<file path="src/rtl/mul_rr_sched_pkg.sv">
// Shared types and sizing helpers for the round-robin multiply scheduler.
// Exports the FSM state encoding and width helpers for the requester ID
// and for the bit-index produced by the lowest-set-bit encoder.
package mul_rr_sched_pkg;

    typedef enum logic [1:0] {
        IDLE = 2'd0,
        RUN  = 2'd1,
        DONE = 2'd2
    } state_t;

    // Requester ID width: clog2(n), but never narrower than one bit.
    function automatic int calc_idw(input int n);
        return (n > 1) ? $clog2(n) : 1;
    endfunction

    // Width needed to name one bit position of a w-bit operand.
    function automatic int calc_kw(input int w);
        return (w > 1) ? $clog2(w) : 1;
    endfunction

endpackage

</file>
<file path="src/rtl/mul_rr_sched_lsb_index.sv">
// Combinational lowest-set-bit encoder.
// Ports: vec (W bits in), idx (index of lowest set bit, 0 when vec is 0),
//        zero (high when vec has no bits set).
module mul_rr_sched_lsb_index
    import mul_rr_sched_pkg::*;
#(
    parameter int W  = 4,
    parameter int KW = calc_kw(W)
) (
    input  logic [W-1:0]  vec,
    output logic [KW-1:0] idx,
    output logic          zero
);

    // Scan from the top down so the lowest set bit is the last one written.
    always_comb begin
        idx  = '0;
        zero = (vec == '0);
        for (int i = W - 1; i >= 0; i--) begin
            if (vec[i]) begin
                idx = KW'(i);
            end
        end
    end

endmodule

</file>
<file path="src/rtl/mul_rr_sched.sv">
// Round-robin scheduler sharing one zero-skipping shift-and-add multiplier
// between N_REQ requesters; returns product plus owner ID on valid/ready.
// Ports: clk, rst (async active-low), req/a_in/b_in per requester, gnt
//        (one-hot, combinational), busy, out_valid/out_ready/out_id/product.
module mul_rr_sched
    import mul_rr_sched_pkg::*;
#(
    parameter int N_REQ = 2,
    parameter int W     = 4,
    parameter int IDW   = calc_idw(N_REQ)
) (
    input  logic               clk,
    input  logic               rst,
    input  logic [N_REQ-1:0]   req,
    input  logic [N_REQ*W-1:0] a_in,
    input  logic [N_REQ*W-1:0] b_in,
    output logic [N_REQ-1:0]   gnt,
    output logic               busy,
    output logic               out_valid,
    input  logic               out_ready,
    output logic [IDW-1:0]     out_id,
    output logic [2*W-1:0]     product
);

    localparam int KW = calc_kw(W);

    state_t           state;
    logic [W-1:0]     a_reg;
    logic [W-1:0]     rem;
    logic [2*W-1:0]   acc;
    logic [IDW-1:0]   id;
    logic [IDW-1:0]   ptr;

    logic [IDW-1:0]   win;
    logic             win_found;
    logic [W-1:0]     a_sel;
    logic [W-1:0]     b_sel;
    logic [KW-1:0]    k;
    logic             rem_zero;
    logic [2*W-1:0]   a_wide;

    // Rotating-priority search: start just after the last winner and wrap.
    always_comb begin
        win       = '0;
        win_found = 1'b0;
        for (int off = 1; off <= N_REQ; off++) begin
            int cand;
            cand = int'(ptr) + off;
            if (cand >= N_REQ) begin
                cand = cand - N_REQ;
            end
            if (!win_found && req[IDW'(cand)]) begin
                win_found = 1'b1;
                win       = IDW'(cand);
            end
        end
    end

    // Grant only from IDLE and never while reset is applied, so a grant can
    // never be shown for an edge that will not capture the operands.
    always_comb begin
        gnt = '0;
        if (rst && (state == IDLE) && win_found) begin
            gnt[win] = 1'b1;
        end
    end

    always_comb begin
        a_sel = '0;
        b_sel = '0;
        for (int i = 0; i < N_REQ; i++) begin
            if (win == IDW'(i)) begin
                a_sel = a_in[i*W +: W];
                b_sel = b_in[i*W +: W];
            end
        end
    end

    mul_rr_sched_lsb_index #(
        .W  (W),
        .KW (KW)
    ) u_lsb_index (
        .vec  (rem),
        .idx  (k),
        .zero (rem_zero)
    );

    // The shift uses the absolute bit position in the original multiplier,
    // so the multiplicand register never moves and no running shift exists.
    assign a_wide = {{W{1'b0}}, a_reg};

    always_ff @(posedge clk or negedge rst) begin
        if (!rst) begin
            state     <= IDLE;
            a_reg     <= '0;
            rem       <= '0;
            acc       <= '0;
            id        <= '0;
            ptr       <= IDW'(N_REQ - 1);
            busy      <= 1'b0;
            out_valid <= 1'b0;
            out_id    <= '0;
            product   <= '0;
        end else begin
            case (state)
                IDLE: begin
                    if (win_found) begin
                        a_reg <= a_sel;
                        rem   <= b_sel;
                        acc   <= '0;
                        id    <= win;
                        ptr   <= win;
                        busy  <= 1'b1;
                        state <= RUN;
                    end
                end
                RUN: begin
                    if (rem_zero) begin
                        product   <= acc;
                        out_id    <= id;
                        out_valid <= 1'b1;
                        state     <= DONE;
                    end else begin
                        // Cannot overflow: the sum never exceeds (2^W-1)^2.
                        acc <= acc + (a_wide << k);
                        rem <= rem & ~(W'(1) << k);
                    end
                end
                DONE: begin
                    if (out_ready) begin
                        out_valid <= 1'b0;
                        busy      <= 1'b0;
                        state     <= IDLE;
                    end
                end
                default: begin
                    state <= IDLE;
                end
            endcase
        end
    end

endmodule

</file>
<file path="config.mk">
export PLATFORM = sky130hd
export DESIGN_NAME = mul_rr_sched
export DESIGN_NICKNAME = d
export VERILOG_FILES = /design/src/rtl/mul_rr_sched_pkg.sv /design/src/rtl/mul_rr_sched_lsb_index.sv /design/src/rtl/mul_rr_sched.sv
export SDC_FILE = /design/constraint.sdc
export NUM_CORES = 1
export LEC_CHECK = 0
export CORE_UTILIZATION = 51
export CTS_CLUSTER_SIZE = 20
export DETAILED_ROUTE_END_ITERATION = 10
export PLACE_DENSITY = 0.79
export REMOVE_ABC_BUFFERS = 1
export SYNTH_ARGS = -nofsm -noshare
export SYNTH_HDL_FRONTEND = slang
export SYNTH_SLANG_ARGS = --single-unit
</file>
<file path="constraint.sdc">
create_clock -name clk -period 3 [get_ports clk]
set_input_delay 0.6 -clock clk [delete_from_list [all_inputs] [get_ports clk]]
set_output_delay 0.6 -clock clk [all_outputs]
set_load 0.01 [all_outputs]
</file>
* After elaboration in Yosys (flattened, before gate mapping)
Index checks and enable logic that the tools add are counted.
** Word-level totals
- Bits in registers :: 31
- Bits of input ports :: 21
- Output and inout port bits :: 13
- Logic and storage cells :: 81
** Operators by class
- $add $sub $neg :: 5
- $lt $le $gt $ge :: 6
- Equal/unequal tests :: 6
- Shift-type cells :: 2
- Mux-type cells :: 34
- Bitwise logic cells :: 2
- Reduce and logical (&&, ||, !) cells :: 16
** Operator list (number)
- two-way mux 2 bit :: 8
- two-way mux 4 bit :: 4
- two-way mux 8 bit :: 2
- one-hot mux 8 bit (2 select lines) :: 1
- two-way mux 1 bit :: 14
- AND reduction 3 bit :: 4
- adder 8 bit :: 1
- != test 2 bit (second input constant) :: 4
- one-hot mux 4 bit (2 select lines) :: 1
- left shift 4 x 2 -> 8 bit :: 1
- less-than comparator 1 x 3 -> 1 bit (second input constant) :: 2
- one-hot mux 2 bit (3 select lines) :: 1
- nonzero test 2 bit :: 3
- bitwise AND 4 bit :: 1
- logical AND 1 bit :: 4
- logical NOT 4 bit :: 1
- inverter 4 bit :: 1
- one-hot mux 1 bit (2 select lines) :: 2
- AND reduction 2 bit :: 2
- left shift 1 x 2 -> 4 bit (first input constant) :: 1
- adder 1 x 2 -> 3 bit (second input constant) :: 1
- >= comparator 3 x 2 -> 1 bit (second input constant) :: 1
- adder 1 x 1 -> 2 bit (second input constant) :: 1
- equality test 2 x 1 -> 1 bit (second input constant) :: 1
- 8 further kinds :: 9

* Longest topological paths before layout
Gate-level depths: netlist (run 1).
- Depth in word-level cells :: 15
- Depth in mapped cells :: 10

* Hierarchy
From an unflattened synthesis (run 1), not the netlist that was laid out.
** Second synthesis, totals
- Cell total of the unflattened synthesis :: 165
- Area, all modules :: 1677.9 sq um
** Modules (own cells, without submodules)
- mul_rr_sched :: times used 1, cells an instance 159, area an instance 1641.6 sq um, seq. area each 777.0 sq um
- mul_rr_sched_lsb_index :: times used 1, cells an instance 6, area an instance 36.3 sq um, seq. area each 0.0 sq um

* Worst setup path before layout (run 1)
Ideal clock, no wire load.
- Kind :: register -> register
- From :: register rem[2]
- To :: register acc[6]
- Setup time :: 0.126 ns
- Arrival :: 2.350 ns
- Slack :: 0.524 ns
- Stages on the path, launching flop included :: 11
- Path buffers :: 0
- Cell sequence :: dfrtp_1 nand2b_1 a21oi_2 nand2b_1 nor2_1 ha_1 fa_1 a21o_1 a221oi_1 xor2_1 o21ai_0
** On the way
- Longest elaborated chain between the ends :: 7
** Ends and longest elaborated chain
- from (decl) :: RTL line mul_rr_sched.sv:29 : logic [W-1:0] rem;
- from (signal assigned) :: RTL line mul_rr_sched.sv:109 : rem <= b_sel;
- from (signal assigned) :: RTL line mul_rr_sched.sv:126 : rem <= rem & ~(W'(1) << k);
- two-way mux 2 bit (3 in a row) :: RTL line mul_rr_sched_lsb_index.sv:20 : if (vec[i]) begin
- left shift 4 x 2 -> 8 bit :: RTL line mul_rr_sched.sv:125 : acc <= acc + (a_wide << k);
- adder 8 bit :: RTL line mul_rr_sched.sv:125
- two-way mux 8 bit :: RTL line mul_rr_sched.sv:118 : if (rem_zero) begin
- one-hot mux 8 bit (2 select lines) :: RTL line mul_rr_sched.sv:105 : case (state)
- to (signal assigned) :: RTL line mul_rr_sched.sv:125
- to (decl) :: RTL line mul_rr_sched.sv:30 : logic [2*W-1:0] acc;
Several ways; a longest one is shown, not always the timed one. The select of a mux whose other input is x is not followed.
A chain may end at the register's enable or synchronous reset.

* Worst setup path after layout (run 1)
- From :: input port req[0]
- To :: output port gnt[0]
** On the way
- Longest elaborated chain between the ends :: 11
** Ends and longest elaborated chain
- from (decl) :: RTL line mul_rr_sched.sv:14 : input logic [N_REQ-1:0] req,
- two-way mux 1 bit (implied by the code) (2 in a row) :: RTL line mul_rr_sched.sv:52 : if (!win_found && req[IDW'(cand)]) begin
- two-way mux 1 bit :: RTL line mul_rr_sched.sv:52
- logical NOT 1 bit :: RTL line mul_rr_sched.sv:52
- logical AND 1 bit :: RTL line mul_rr_sched.sv:52
- two-way mux 1 bit :: RTL line mul_rr_sched.sv:52
- less-than comparator 1 x 2 -> 1 bit (implied by the code) / >= comparator 1 bit (equally long branches) :: RTL line mul_rr_sched.sv:64 : gnt[win] = 1'b1;
- logical AND 1 bit (implied by the code) :: RTL line mul_rr_sched.sv:64
- two-way mux 1 bit (implied by the code) :: RTL line mul_rr_sched.sv:64
- demux 1 bit (select 1 bit) :: RTL line mul_rr_sched.sv:64
- two-way mux 2 bit (*) :: RTL line mul_rr_sched.sv:63 : if (rst && (state == IDLE) && win_found) begin
- to (decl) :: RTL line mul_rr_sched.sv:17 : output logic [N_REQ-1:0] gnt,
Mark *: on every way between the ends. The rest lies on a longest branch, timed or not. The select of a mux whose other input is x is not followed.

==> out/metrics.csv, run 1 <==
stage,metric,value,unit
power_and_ir_drop,seqPwrFrac,0.347,
detailed_routing,routed_wl,3.438,mm
timing,final.setup_skew,5.659,ps
critical_path,endpoint,gnt[0],
timing,rsz0062_at_grt,no,
floorplan,die_y,60.92,µm
cts,path_clk_slew,90,ps
placement,gp_congestion,0.8416,
detailed_routing,antenna_left,0,
timing,slew_viol_final,0,
detailed_routing,drc,0,
cts,ctsHoldBuffers,0,
detailed_routing,wirelength_met1,1.522,mm
detailed_routing,met3_length,135,µm
yosys,syn_area_per_cell,11.13,µm²
power_and_ir_drop,powerDensity,1035,nW/µm²
power_and_ir_drop,comb_power_share,0.543,
layout,nNetsFinal,223,
timing,tightestPinTransition,606.2,ps
cts,post_cts.repair.setup_buffers,0,
timing,setup_viol,0,
detailed_routing,drt-initial-drc-count,25,
yosys,syn_inst,159,
critical_path,r2r_slack,340,ps
critical_path,rr_startpoint,rem[2],
status,outcome,"finished, final reports clean",
yosys,ys_warn_count,0,
floorplan,die_area,3711,µm²
yosys,synth-async-reset-ratio,1.000,
critical_path,start_kind,primary input,
power_and_ir_drop,p_clk_frac,0.110,
detailed_routing,highest-signal-layer,met4,
power_and_ir_drop,p_int,1.316,mW
cts,numCtsBuffers,5,
global_routing,grt_usage,0.2136,
timing,period_share,0.8995,
critical_path,r2r_cells,10,
critical_path,critPathMaxFanout,4,
cts,cts_resized,0,
timing,slew_headroom,0.5950,
timing,timing.setup.tns,0,ps
timing,fmax,370.6,MHz
critical_path,crit_type,primary input to output port,
cts,cts_tree,built,
layout,fillers,288,
detailed_routing,drt-pass1-iter-count,4,
layout,antenna_cells,0,
critical_path,crit_arrival,2100,ps
layout,syn_to_final_growth,22.40,%
critical_path,r2r_end,acc[6],
cts,cts_max_level,2,
worst_hold_path,holdCritPathClass,flop to flop,
detailed_routing,wl_met2,1.722,mm
flow_run,maxCapViolCount,0,
global_routing,antenna_found_initial,0,
detailed_routing,viasPerCell,5.638,
global_routing,grt_max_degree,32,
floorplan,die_x,60.92,µm
global_routing,first_global_vias,1282,
yosys,synth_cell_type_count,43,
layout,utilization,0.6494,
placement,dp_hpwl,2.603,mm
cts,clkLatencyLatePin,330,ps
yosys,netlist_area,1770,µm²
power_and_ir_drop,ir_worst_vdd,0.0004698,V
global_routing,grt_pass1_wl,5.644,mm
cts,clk_path_buf_depth,2,
floorplan,coreArea,3337,µm²
cts,cts_num_sinks,31,
power_and_ir_drop,power.switching_fraction,0.4134,
critical_path,startpoint,req[0],
global_routing,gr-total-overflow,0,
placement,port_buffers,32,
detailed_routing,wl_per_cell,14.33,µm
layout,drive_gt1_frac,0.1649,
power_and_ir_drop,p_sw,927.7,µW
detailed_routing,vias,1353,
floorplan,initial_core_util,0.5306,
cts,cts_root_buffer,clkbuf_4,
yosys,synth_edf_count,0,
critical_path,endpoint_kind,output port,
yosys,seq_area_frac_synth,0.4389,
layout,reg_top3,"acc (8), product (8)",
floorplan,rows,21,
timing,post-route-min-period,2698,ps
power_and_ir_drop,leakagePower,0.9788,nW
critical_path,required,2400,ps
floorplan,io_pins,34,
timing,hold_viol,0,
yosys,ys_ff_latch,31,
yosys,synth-main-ff-cell,dfrtp_1,
worst max-delay path, cell delays in order:
cell and delay (ps):
clkdlybuf4s50_1 520, nor3b_2 240, and3_1 200, clkdlybuf4s50_1 530
power groups by stage:
stage | Clock, mW | Combinational [mW] | Sequential (mW)
2_1_floorplan | 0 | 0.870 | 0.764
3_3_place_gp | 0 | 1.18 | 0.771
3_5_place_dp | 0 | 1.23 | 0.786
4_1_cts | 0.258 | 1.23 | 0.779
5_1_grt | 0.273 | 1.36 | 0.808
6_report | 0.246 | 1.22 | 0.779
final cells by class:
class                      count  area, µm²  area share
tap                           46      57.56     0.02656
multi-input combinational    117      914.6      0.4221
timing repair buffer          36      350.3      0.1617
inverter                       3      11.26    0.005196
sequential                    31      777.0      0.3585
clock buffer                   6      51.30     0.02367
clock inverter                 1      5.005    0.002309
Yosys cell counts (2+ instances only):
| cell type | number | area share |
|---|---|---|
| a21o_1 | 3 | 0.013 |
| xor2_1 | 4 | 0.020 |
| xnor2_1 | 2 | 0.0099 |
| a221oi_1 | 2 | 0.0099 |
| a21o_2 | 2 | 0.0099 |
| a31o_1 | 2 | 0.0099 |
| and3_1 | 4 | 0.014 |
| nand2b_1 | 2 | 0.0071 |
| buf_6 | 2 | 0.013 |
| o22ai_1 | 5 | 0.018 |
| a211oi_1 | 2 | 0.0085 |
| inv_1 | 2 | 0.0042 |
| a21oi_1 | 6 | 0.017 |
| nand3_1 | 8 | 0.023 |
| buf_2 | 5 | 0.014 |
| mux2_4 | 8 | 0.068 |
| nor2_1 | 10 | 0.021 |
| mux2i_1 | 9 | 0.051 |
| o21ai_0 | 14 | 0.040 |
| dfrtp_1 | 30 | 0.42 |
| ha_1 | 7 | 0.049 |
| nand2_1 | 9 | 0.019 |
placed cells by master (no fill, tap or decap), types with 2 or more instances in the layout:
cell             Yosys  routed
nor2_1              10      10
o22ai_1              5       5
a21o_2               2       2
o21ai_0             14      14
clkbuf_4             0       5
a31o_1               2       2
dfrtp_1             30      30
nand3_1              8       8
nand2b_1             2       2
xor2_1               4       4
buf_4                0       4
mux2_4               8       8
a21o_1               3       3
nand2_1              9       9
inv_1                2       2
and3_1               4       4
clkdlybuf4s50_1      0      32
a21oi_1              6       6
a221oi_1             2       2
mux2i_1              9       9
ha_1                 7       7
xnor2_1              2       2
a211oi_1             2       2
kinds of logic (layout without fill, tap and decap cells):
group | after synthesis | after routing | share of synthesized area
adders and majority gates | 8 | 8 | 0.06078
DFF | 31 | 31 | 0.4389
muxes | 18 | 18 | 0.1251
buffers and inverters | 11 | 46 | 0.04452
and+or+nand+nor | 41 | 41 | 0.1322
xor gates and xnor gates | 6 | 6 | 0.02968
AOI/OAI and AO/OA | 44 | 44 | 0.1689
stage by stage:
stage	power (mW)	hold WS, ps	area [µm²]	std cells	worst slack [ps]
CTS	2.270	499.1	2167	240	284.7
floorplan	1.634	304.4	1703	151	518.8
global placement	1.955	464.9	2111	233	320.9
global route	2.441	517.4	2167	240	196.6
detailed placement	2.012	481.5	2111	233	293.3
finish	2.244	497.3	2167	240	301.6
how the worst min path moves through the flow:
stage	to	depth (start not counted)	from
after global routing	acc[7]	1	acc[7]
final	id	2	id
after detailed placement	out_valid	1	out_valid
after CTS	acc[7]	1	acc[7]
after global placement	id	2	id
after floorplan	a_reg[0]	0	rst
per-layer routing:
metal  track usage  vias up
li1              -      651
met1        0.2483      660
met2        0.3611       34
met3       0.06823        8
met4       0.09416        0
met5             0        -
Note: power is estimated with default switching activity, not from simulation.
==> run 2: changes to the inputs <==
--- a/config.mk
+++ b/config.mk
@@ -5,10 +5,11 @@
 export SDC_FILE = /design/constraint.sdc
 export NUM_CORES = 1
 export LEC_CHECK = 0
-export CORE_UTILIZATION = 51
+export ABC_AREA = 1
+export CORE_UTILIZATION = 52
 export CTS_CLUSTER_SIZE = 20
 export DETAILED_ROUTE_END_ITERATION = 10
-export PLACE_DENSITY = 0.79
+export PLACE_DENSITY = 0.8
 export REMOVE_ABC_BUFFERS = 1
 export SYNTH_ARGS = -nofsm -noshare
 export SYNTH_HDL_FRONTEND = slang
==> run 2 against run 1 <==
Global-route usage up 0.35 points. Synthesized cell count up 36%. Largest power group unchanged. Power up 12%. Largest cell class unchanged.
==> out/metrics.csv, run 2 <==
stage,metric,value,unit
cts,cts_num_sinks,31,
critical_path,required,2400,ps
yosys,netlist_area,1828,µm²
yosys,synth_top_area_share,0.4107,
cts,post_cts.repair.setup_buffers,0,
placement,port_buffers,32,
status,outcome,"finished, final reports clean",
worst_hold_path,holdCritPathClass,flop to flop,
critical_path,slowest_delay,560,ps
critical_path,cp_num_buf_inv,3,
critical_path,start_kind,primary input,
critical_path,r2r_slack,690,ps
placement,post-place-ws,322.4,ps
power_and_ir_drop,ir_worst_vdd,0.0004511,V
timing,period_share,0.8940,
cts,path_clk_slew,90,ps
floorplan,initial_core_util,0.5435,
layout,regArea,777.0,µm²
detailed_routing,drt-pass1-iter-count,4,
critical_path,endpoint_kind,output port,
power_and_ir_drop,power.switching_fraction,0.4597,
critical_path,rr_startpoint,rem[1],
yosys,synth_cell_type_count,31,
power_and_ir_drop,leakagePower,1.100,nW
global_routing,first_global_vias,1370,
yosys,synthTopCellsByArea,"dfrtp_1, nand2_1, inv_1",
yosys,seq_area_frac_synth,0.4251,
floorplan,coreArea,3363,µm²
global_routing,grt_max_degree,32,
yosys,synth-main-ff-cell,dfrtp_1,
global_routing,antenna_found_initial,0,
floorplan,die_x,61.29,µm
yosys,synth_most_common_cell,nand2_1,
critical_path,cpMaxStageDelayCell,clkdlybuf4s50_1,
critical_path,cp_common_cell,clkdlybuf4s50_1,
yosys,netlist_top_cells_count,"nand2_1, dfrtp_1, inv_1",
yosys,synth-async-reset-ratio,1.000,
critical_path,critical_path_depth,6,
timing,final.setup_skew,8.663,ps
layout,layout_commonest_cell,nand2_1,
power_and_ir_drop,powerDensity,1116,nW/µm²
critical_path,critPathTopFamily,buffers and inverters,
yosys,synth_edf_count,0,
timing,slew_viol_final,0,
yosys,yosysTopAreaCell,dfrtp_1,
critical_path,r2r_cells,11,
cts,cts_root_buffer,clkbuf_4,
cts,ctsHoldBuffers,0,
timing,hold_viol,0,
layout,antenna_cells,0,
layout,reg_top3,"acc (8), product (8)",
global_routing,grt_usage,0.2171,
critical_path,crit_type,primary input to output port,
detailed_routing,antenna_left,0,
timing,fmax,372.8,MHz
timing,timing.setup.tns,0,ps
yosys,ys_warn_count,0,
detailed_routing,routed_wl,3.463,mm
cts,clk_path_buf_depth,2,
cts,numCtsBuffers,5,
critical_path,startpoint,req[0],
yosys,syn_inst,217,
critical_path,r2r_end,acc[4],
flow_run,maxCapViolCount,0,
power_and_ir_drop,p_sw,1.154,mW
timing,setup_viol,0,
detailed_routing,viasPerCell,4.937,
layout,multi_input_area,892.1,µm²
power_and_ir_drop,seqPwrFrac,0.294,
cts,cts_max_level,2,
yosys,syn_area_per_cell,8.424,µm²
cts,cts_tree,built,
critical_path,crit_arrival,2080,ps
critical_path,critPathMaxFanout,7,
timing,setup_ws,317.9,ps
layout,syn_to_final_growth,23.07,%
floorplan,die_y,61.29,µm
detailed_routing,wl_per_cell,11.47,µm
critical_path,endpoint,gnt[1],
placement,dp_hpwl,2.672,mm
power_and_ir_drop,comb_power_share,0.604,
layout,layout_common_cells,"nand2_1, clkdlybuf4s50_1, dfrtp_1, inv_1, nand3_1",
layout,drive_gt1_frac,0.1445,
power_and_ir_drop,p_clk_frac,0.101,
yosys,ys_ff_latch,31,
cts,cts_resized,0,
timing,rsz0062_at_grt,no,
timing,tightestPinTransition,381.8,ps
floorplan,io_pins,34,
timing,post-route-min-period,2682,ps
layout,fillers,319,
floorplan,rows,21,
layout,nNetsFinal,284,
global_routing,gr-total-overflow,0,
global_routing,grt_pass1_wl,5.733,mm
cts,clkLatencyLatePin,330,ps
detailed_routing,vias,1491,
placement,gp_congestion,0.7857,
detailed_routing,drc,0,
timing,slew_headroom,0.7455,
critical_path,crit_chain,clkdlybuf4s50_1 > nand3_4 > inv_1 > nand2_1 > nor2_1 > clkdlybuf4s50_1,
floorplan,die_area,3756,µm²
power_and_ir_drop,p_int,1.356,mW
detailed_routing,drt-initial-drc-count,63,
-- run 2: cell count changes after synthesis, moves of 5 or more --
cell	previous run	this run
inv_1	2	28
mux2_4	8	3
o21ai_2	0	5
nand3_1	8	18
nand2_1	9	50
o21ai_1	1	9
mux2i_1	9	1
-- run 2: area by class of cell --
cell class | count | share of cell area
repair buffers | 36 | 0.1557
flip-flops and latches | 31 | 0.3454
multi-input cells | 151 | 0.3966
clock inverters | 1 | 0.002225
inverters | 30 | 0.05006
well taps | 46 | 0.02558
clock buffers | 7 | 0.02447
-- run 2: worst min-delay path by stage --
| stage | slack [ps] | depth (start not counted) | end | from |
|---|---|---|---|---|
| 6_report | 490 | 2 | ptr | ptr |
| 5_1_grt | 500 | 2 | ptr | ptr |
| 4_1_cts | 490 | 2 | ptr | ptr |
| 3_5_place_dp | 480 | 2 | ptr | ptr |
| 3_3_place_gp | 470 | 2 | ptr | ptr |
| 2_1_floorplan | 300 | 0 | a_reg[0] | rst |
-- run 2: power groups by stage --
stage                     Combinational (mW)  Sequential (mW)  Clock [mW]
after floorplan                         1.12            0.747           0
final                                   1.52            0.739       0.254
after CTS                               1.54            0.740       0.261
after global routing                    1.73            0.765       0.280
after global placement                  1.49            0.739           0
after detailed placement                1.53            0.747           0
-- run 2: cell families (layout without fill, tap and decap cells) --
family	count (synthesis)	count (layout)	share of synthesized area
mux	4	4	0.03011
buf+inv	35	74	0.08693
compound gates	46	46	0.1540
fa+ha+maj	8	8	0.05886
flops	31	31	0.4251
simple gates	93	93	0.2450
-- run 2: metal layers --
metal,up-vias,GRT usage,wire length (µm),part of all wire
met3,2,0.05882,135,0.039
li1,787,-,-,-
met2,34,0.3727,1658,0.48
met1,668,0.2533,1651,0.48
met4,0,0.09740,18,0.0052
met5,-,0,0,0
-- run 2: stage by stage --
step | cell area (µm²) | utilization | hold slack (ps) | total power [mW] | instances
floorplan | 1782 | - | 304.4 | 1.864 | 212
global placement | 2190 | 0.6510 | 468.5 | 2.231 | 294
detailed placement | 2190 | 0.6510 | 480.6 | 2.280 | 294
CTS | 2250 | 0.6689 | 492.7 | 2.538 | 302
global route | 2250 | 0.6689 | 503.9 | 2.772 | 302
finish | 2250 | 0.6689 | 489.3 | 2.510 | 302
-- run 2: worst reg2reg max path, delay by kind of cell, from the launching register on --
kind	cells	cell delay, ps
flops	1	420
buf+inv	1	130
fa+ha+maj	2	610
compound gates	2	230
simple gates	6	800
